===== src/rtl/mcp3008_spi_reader.sv =====
// SPI master running single MCP3008 10-bit conversions (mode 0,0), one per accepted start.
// Optional ADC_AVG4_EN: output is the running average of the last four results on a channel.
module mcp3008_spi_reader #(
  parameter int CLK_DIV        = 14,
  parameter int CS_HIGH_CYCLES = 8
) (
  input  logic       clk,
  input  logic       rst_n,
  input  logic       start,
  input  logic [2:0] ch_sel,
  input  logic       single_ended,
  output logic       ad_clk,
  output logic       cs,
  output logic       din,
  input  logic       dout,
  output logic [9:0] sample,
  output logic [2:0] sample_ch,
  output logic       sample_valid,
  output logic       busy
);

  localparam int CNT_MAX = (CLK_DIV > CS_HIGH_CYCLES) ? CLK_DIV : CS_HIGH_CYCLES;
  localparam int CW      = $clog2(CNT_MAX + 1);
  localparam logic [CW-1:0] DIV_LAST = CW'(CLK_DIV - 1);
  localparam logic [CW-1:0] GAP_LAST = CW'(CS_HIGH_CYCLES - 1);

  typedef enum logic [2:0] {IDLE, SETUP, SHIFT, HOLD, GAP} state_t;

  state_t        state_q, state_d;
  logic [CW-1:0] cnt_q, cnt_d;
  logic [4:0]    bit_q, bit_d;
  logic          cs_q, cs_d, ad_clk_q, ad_clk_d, din_q, din_d;
  logic          busy_q, busy_d, valid_q, valid_d;
  logic [9:0]    shift_q, shift_d, sample_q, sample_d;
  logic [2:0]    sample_ch_q, sample_ch_d, ch_q, ch_d;
  logic          se_q, se_d;
  logic [1:0]    sync_q;
  logic          dout_sync, half_done, cmd_bit, hold_exit;
  logic [9:0]    result;

  assign dout_sync = sync_q[1];
  assign half_done = (cnt_q == DIV_LAST);
  assign hold_exit = (state_q == HOLD) && half_done;

  // Command bits after the start bit: SGL, D2, D1, D0, then zeros.
  always_comb begin
    cmd_bit = 1'b0;
    case (bit_q)
      5'd0:    cmd_bit = se_q;
      5'd1:    cmd_bit = ch_q[2];
      5'd2:    cmd_bit = ch_q[1];
      5'd3:    cmd_bit = ch_q[0];
      default: cmd_bit = 1'b0;
    endcase
  end

`ifdef ADC_AVG4_EN
  logic [9:0]  hist_q [4];
  logic [3:0]  prev_tag_q;
  logic        prev_vld_q;
  logic        new_chan;
  logic [11:0] sum;

  assign new_chan = !prev_vld_q || (prev_tag_q != {se_q, ch_q});
  assign sum      = 12'(shift_q) + 12'(hist_q[0]) + 12'(hist_q[1]) + 12'(hist_q[2]);
  assign result   = new_chan ? shift_q : sum[11:2];

  // A channel/mode change refills the whole history so stale data never mixes in.
  always_ff @(posedge clk or negedge rst_n) begin
    if (!rst_n) begin
      for (int i = 0; i < 4; i++) hist_q[i] <= '0;
      prev_tag_q <= '0;
      prev_vld_q <= 1'b0;
    end else if (hold_exit) begin
      prev_tag_q <= {se_q, ch_q};
      prev_vld_q <= 1'b1;
      if (new_chan) begin
        for (int i = 0; i < 4; i++) hist_q[i] <= shift_q;
      end else begin
        hist_q[0] <= shift_q;
        hist_q[1] <= hist_q[0];
        hist_q[2] <= hist_q[1];
        hist_q[3] <= hist_q[2];
      end
    end
  end
`else
  assign result = shift_q;
`endif

  always_comb begin
    state_d     = state_q;
    cnt_d       = cnt_q;
    bit_d       = bit_q;
    cs_d        = cs_q;
    ad_clk_d    = ad_clk_q;
    din_d       = din_q;
    busy_d      = busy_q;
    valid_d     = 1'b0;
    shift_d     = shift_q;
    ch_d        = ch_q;
    se_d        = se_q;
    sample_d    = sample_q;
    sample_ch_d = sample_ch_q;
    case (state_q)
      IDLE: begin
        if (start) begin
          cs_d    = 1'b0;
          busy_d  = 1'b1;
          ch_d    = ch_sel;
          se_d    = single_ended;
          din_d   = 1'b1;
          cnt_d   = '0;
          bit_d   = '0;
          state_d = SETUP;
        end
      end
      SETUP: begin
        if (half_done) begin
          cnt_d    = '0;
          ad_clk_d = 1'b1;
          state_d  = SHIFT;
        end else begin
          cnt_d = cnt_q + 1'b1;
        end
      end
      SHIFT: begin
        if (half_done) begin
          cnt_d    = '0;
          ad_clk_d = ~ad_clk_q;
          // All bus activity happens on the falling SCLK edge; bit_q holds the finished period index.
          if (ad_clk_q) begin
            din_d = cmd_bit;
            if (bit_q >= 5'd7) shift_d = {shift_q[8:0], dout_sync};
            if (bit_q == 5'd16) begin
              bit_d   = '0;
              state_d = HOLD;
            end else begin
              bit_d = bit_q + 5'd1;
            end
          end
        end else begin
          cnt_d = cnt_q + 1'b1;
        end
      end
      HOLD: begin
        if (half_done) begin
          cnt_d       = '0;
          cs_d        = 1'b1;
          valid_d     = 1'b1;
          sample_d    = result;
          sample_ch_d = ch_q;
          state_d     = GAP;
        end else begin
          cnt_d = cnt_q + 1'b1;
        end
      end
      GAP: begin
        if (cnt_q == GAP_LAST) begin
          cnt_d   = '0;
          busy_d  = 1'b0;
          state_d = IDLE;
        end else begin
          cnt_d = cnt_q + 1'b1;
        end
      end
      default: state_d = IDLE;
    endcase
  end

  always_ff @(posedge clk or negedge rst_n) begin
    if (!rst_n) begin
      state_q     <= IDLE;
      cnt_q       <= '0;
      bit_q       <= '0;
      cs_q        <= 1'b1;
      ad_clk_q    <= 1'b0;
      din_q       <= 1'b0;
      busy_q      <= 1'b0;
      valid_q     <= 1'b0;
      shift_q     <= '0;
      ch_q        <= '0;
      se_q        <= 1'b0;
      sample_q    <= '0;
      sample_ch_q <= '0;
      sync_q      <= '0;
    end else begin
      state_q     <= state_d;
      cnt_q       <= cnt_d;
      bit_q       <= bit_d;
      cs_q        <= cs_d;
      ad_clk_q    <= ad_clk_d;
      din_q       <= din_d;
      busy_q      <= busy_d;
      valid_q     <= valid_d;
      shift_q     <= shift_d;
      ch_q        <= ch_d;
      se_q        <= se_d;
      sample_q    <= sample_d;
      sample_ch_q <= sample_ch_d;
      sync_q      <= {sync_q[0], dout};
    end
  end

  assign ad_clk       = ad_clk_q;
  assign cs           = cs_q;
  assign din          = din_q;
  assign busy         = busy_q;
  assign sample_valid = valid_q;
  assign sample       = sample_q;
  assign sample_ch    = sample_ch_q;

endmodule

===== config.mk =====
export PLATFORM = sky130hd
export DESIGN_NAME = mcp3008_spi_reader
export DESIGN_NICKNAME = d
export VERILOG_FILES = /design/src/rtl/mcp3008_spi_reader.sv
export SDC_FILE = /design/constraint.sdc
export NUM_CORES = 1
export LEC_CHECK = 0
export CORE_MARGIN = 1
export CORE_UTILIZATION = 45
export DETAILED_ROUTE_END_ITERATION = 6
export HOLD_SLACK_MARGIN = 0.05
export PLACE_DENSITY_LB_ADDON = 0.15
export SYNTH_ARGS = -nofsm -noshare
export SYNTH_HDL_FRONTEND = slang
export SYNTH_SLANG_ARGS = --single-unit

===== constraint.sdc =====
create_clock -name clk -period 3.73 [get_ports clk]
set_input_delay 1.119 -clock clk [delete_from_list [all_inputs] [get_ports clk]]
set_output_delay 1.119 -clock clk [all_outputs]
set_load 0.1 [all_outputs]

======== Word level (Yosys, flattened, before mapping) ========
Index checks and enable logic that the tools add are counted.
cells by class
  reduce and logical (&&, ||, !) cells .... 17
  $lt $le $gt $ge ......................... 1
  divide/modulo/power cells ............... 0
  eq/ne operators ......................... 17
  add/sub/neg operators ................... 2
  mux-type cells .......................... 31
  shift-type cells ........................ 0
  bitwise operators ....................... 1
  multiply operators ...................... 0
operators by type and width
  kind                                                                                 number
  3-bit 2-to-1 mux                                                                     7
  5-bit 2-to-1 mux                                                                     4
  3-bit case mux with 5 select lines                                                   1
  2-bit inequality test, second input constant                                         7
  4-bit 2-to-1 mux                                                                     3
  4-bit case mux with 3 select lines                                                   1
  5-bit by 2-bit == test with 1-bit output, second input constant                      2
  5-bit case mux with 2 select lines                                                   1
  1-bit 2-to-1 mux                                                                     9
  3-bit AND reduction                                                                  3
  1-bit case mux with 2 select lines                                                   4
  4-bit AND reduction                                                                  2
  2-bit nonzero test                                                                   4
  7-bit AND reduction                                                                  1
  3-bit by 2-bit == test with 1-bit output, second input constant                      2
  2-bit AND reduction                                                                  3
  5-bit by 1-bit adder with 5-bit output, second input constant                        1
  5-bit by 1-bit == test with 1-bit output, second input constant                      1
  5-bit == test, second input constant                                                 1
  5-bit by 3-bit greater-or-equal comparator with 1-bit output, second input constant  1
  5-bit zero test                                                                      1
  4-bit by 1-bit adder with 4-bit output, second input constant                        1
  4-bit by 3-bit == test with 1-bit output, second input constant                      1
  4-bit == test, second input constant                                                 1
  other kinds (7)                                                                      7
word-level totals
  memory bits (read-only) ................. 0
  RAM bits ................................ 0
  memories kept ........................... 0
  bits in latches ......................... 0
  output and inout port bits .............. 18
  register bits after elaboration ......... 46
  input port bits ......................... 8

======== Longest topological paths before layout ========
  depth in word-level cells ............... 5
  mapped depth ............................ 7
  mapped depth without buffers ............ 6

======== Least setup slack after synthesis ========
OpenSTA, ideal clock, no wires.
  path kind ............................... register to output
  from .................................... register ad_clk_q, in the netlist ad_clk
  to ...................................... output ad_clk
  setup slack ............................. 1.607 ns
  stages on the path, launching flop included .. 1
  data required time ...................... 2.611 ns
  arrival ................................. 1.004 ns
  path through ............................ dfrtp_1
RTL lines
  element                 RTL line  RTL
  start, declared         32        logic cs_q, cs_d, ad_clk_q, ad_clk_d, din_q, din_d;
  start signal, assigned  192       ad_clk_q <= ad_clk_d;
  end, declared           12        output logic ad_clk,
No word-level cell between the ends.

======== Worst setup path after layout ========
  from .................................... input start
  to ...................................... register bit_q[4]
between the ends
  longest elaborated chain between the ends .. 2
ends and longest elaborated chain
  element                          RTL line  RTL
  start, declared                  9         input logic start,
  2-bit inequality test (no line)  --
  4-bit AND reduction (no line)    --
  end signal, assigned             190       bit_q <= bit_d;
  end, declared                    31        logic [4:0] bit_q, bit_d;
No other way between the ends.
A chain may end at the register's enable or synchronous reset.

==> out/qor.csv <==
metric,value,unit
Pwr Total,1.555,mW
clock net sink count,46,
HP Start,sync_q[0],
drt wl/cell,14.94,µm
Slowest cell on crit path,clkdlybuf4s50_1,
setup bufs post-CTS,0,
via count,1383,
worst-margin pin slew,0.9913,ns
initial antenna violation count,0,
Vias/cell,5.577,
RSZ-0062 raised after global routing,no,
Post-synth ARST share,100.0,%
power density over the cells,631.1,nW/µm²
DRT iter0 DRCs,111,
Top Ports,26,
first-pass GRT wire length,6651,µm
Antenna Cells,0,
number of distinct library cells after synthesis,41,
share of the synthesized area in the top cell type,53.00,%
Final Max Slew Viols,0,
post-cts sizing count,0,
Die Wd,70.71,µm
status,"complete, but fails checks",
Syn Inst Count,169,
setup TNS,0,ns
Ys Warns,0,
cell family with most CP delay,compound AO/OA/AOI/OAI gates,
drt first pass iters,6,
period utilisation layout,67.26,%
"Cell Area, Placed",2354,µm²
FILL cells,389,
final hold violation count,0,
CTS tree,built,
drt drc,4,
total CTS buffers,5,
most frequent cells in the layout,"45 x dfrtp_1, 18 x buf_4, 16 x mux2_2, 11 x mux2_1, 10 x nor2_1",
number of max-cap violations,0,
Fmax,398.6,MHz
CP endpoint kind,flip-flop,
Post-Place Setup Slack,0.9094,ns
Post-Syn Nets,183,
Starting Density,47.80,%
"leading cell type in the layout, fill and taps excluded",dfrtp_1,
multi-input logic area,913.4,µm²
failing checks,DRC,
HP Class,flip-flop to flip-flop,
CP Data Required Time,3.92,ns
core box area,4444,µm²
final WL,3705,µm
number of synthesized register bits,46,
Die Ht,70.71,µm
"Top cell by count, worst path",a21o_1,
clk root buf,clkbuf_8,
placed insts,240,
Synth area leaders,"dfrtp_1 53%, mux2_2 8.5%, mux2_1 5.8%",
crit path DAT,2.70,ns
Post-DP HPWL,2578,µm
Leak Pwr,1.225,nW
"Top FF cell, synth",dfrtp_1,
net count reported at finish,209,
gr ovfl total,0,
final number of setup-violating endpoints,0,
Critical Path Start Type,primary input,
Rel. slew slack,33.91,%
"EDFF count, synth",0,
H-tree depth,2,
fraction of layout cells with a size suffix above 1,26.53,%
IO Port Bufs,25,
"Critical Path, Cell by Cell",clkdlybuf4s50_1 > nor4b_4 > a41oi_2 > a21o_1 > a21o_1,
Util after Layout,55.43,%
setup ws final,1.221,ns
"Design Area, Final",2464,µm²
crit path buf inv count,1,
row count,24,
Critical Path Fanout Max,9,
Bufs on Longest Clock Path,2,
crit-path max cell delay,0.54,ns
Syn Area/Cell,12.57,µm²
worst-skew pair later-pin latency,0.29,ns
register area share after synthesis,54.24,%
worst hold margin,0.3559,ns
mapped cell area,2125,µm²
Final Non-Filler Cells,248,
critical path type,primary input to flip-flop,
Reg area,1152,µm²
Worst VDD drop,243.3,µV
largest net degree at the start of global routing,47,
Synth area leader,dfrtp_1,
die footprint,5000,µm²
vias in the first global route,1389,
P&R area growth vs syn,15.96,%
Post-DRT Antenna Nets,0,
min cycle time layout,2.509,ns
GP Congestion,0.8105,
Fin Clk Skew,0.008658,ns
"Clk pin slew, worst setup/hold paths",0.08,ns
GRT Util Overall,16.95,%
hold_buf cts,0,
FF-to-FF Start,cnt_q[1],
CP startpoint,start,
[power by group]
part           total [mW]  leakage (nW)  switching, mW  internal [mW]
combinational       0.505         0.565          0.325          0.180
clock               0.366        0.0514          0.166          0.200
sequential          0.683         0.608          0.105          0.578
total                1.55          1.22          0.596          0.959
[state kept, by name, summed over array words and instances, names as in the netlist]
register and cells:
state_q 3, cs 1, bit_q 5, sample 10, din 1, se_q 1
sync_q 2, busy 1, cnt_q 4, sample_ch 3, result 10, ad_clk 1
ch_q 3, sample_valid 1
[per-layer routing]
metal | vias to the layer above | share of wire [%] | track usage, % | wire, µm
li1 | 668 | - | - | -
met1 | 693 | 46 | 22.77 | 1706
met2 | 18 | 50 | 26.71 | 1834
met3 | 4 | 3.5 | 4.986 | 128
met4 | 0 | 0.97 | 5.333 | 36
met5 | - | 0 | 0 | 0
[cell type report]
| cell class | count | area share, % |
|---|---|---|
| clock buffer | 6 | 2.946 |
| clock inverter | 2 | 1.524 |
| inverter | 6 | 0.9142 |
| multi-input combinational | 111 | 37.07 |
| sequential | 46 | 46.78 |
| tap | 52 | 2.641 |
| timing repair buffer | 25 | 8.126 |
[synth_stat cells (all sizes together), types with 2 or more instances]
library cell	instances
a211oi	2
a21o	5
a21oi	7
a22oi	2
a31oi	2
and3	2
buf	6
dfrtp	45
ha	6
inv	6
mux2	27
nand2	8
nand3	6
nand3b	2
nor2	11
nor3	4
nor4	3
o21ai	6
o22ai	4
[logic make-up after synthesis]
group,Yosys count,share of synthesized area [%]
AO/OA/AOI/OAI,33,11.60
XOR/XNOR,1,0.4123
adder cells (fa/ha/maj),6,3.533
buffers and inverters,12,2.768
flip-flops,46,54.24
multiplexers,28,14.78
AND/OR/NAND/NOR,43,12.66
[worst paths after layout]
kind                              to  slack [ns]  cells after the start
setup / recovery            bit_q[4]        1.22                      5
hold / removal             sync_q[1]        0.36                      0
setup reg to reg           sample[7]        1.67                      5
hold reg to reg            sync_q[1]        0.36                      0
max in group asynchronous    ch_q[0]        2.13                      1
min in group asynchronous   cnt_q[2]        0.98                      1
[worst register-to-register path: cells and delay by family, from the launching register on]
family                   cells  cell delay [ns]
AND/OR/NAND/NOR              2             0.85
multiplexers                 1             0.42
flip-flops                   1             0.41
adder cells (fa/ha/maj)      1             0.17
buffers and inverters        1             0.09
Power figures use the tool's default switching activity.
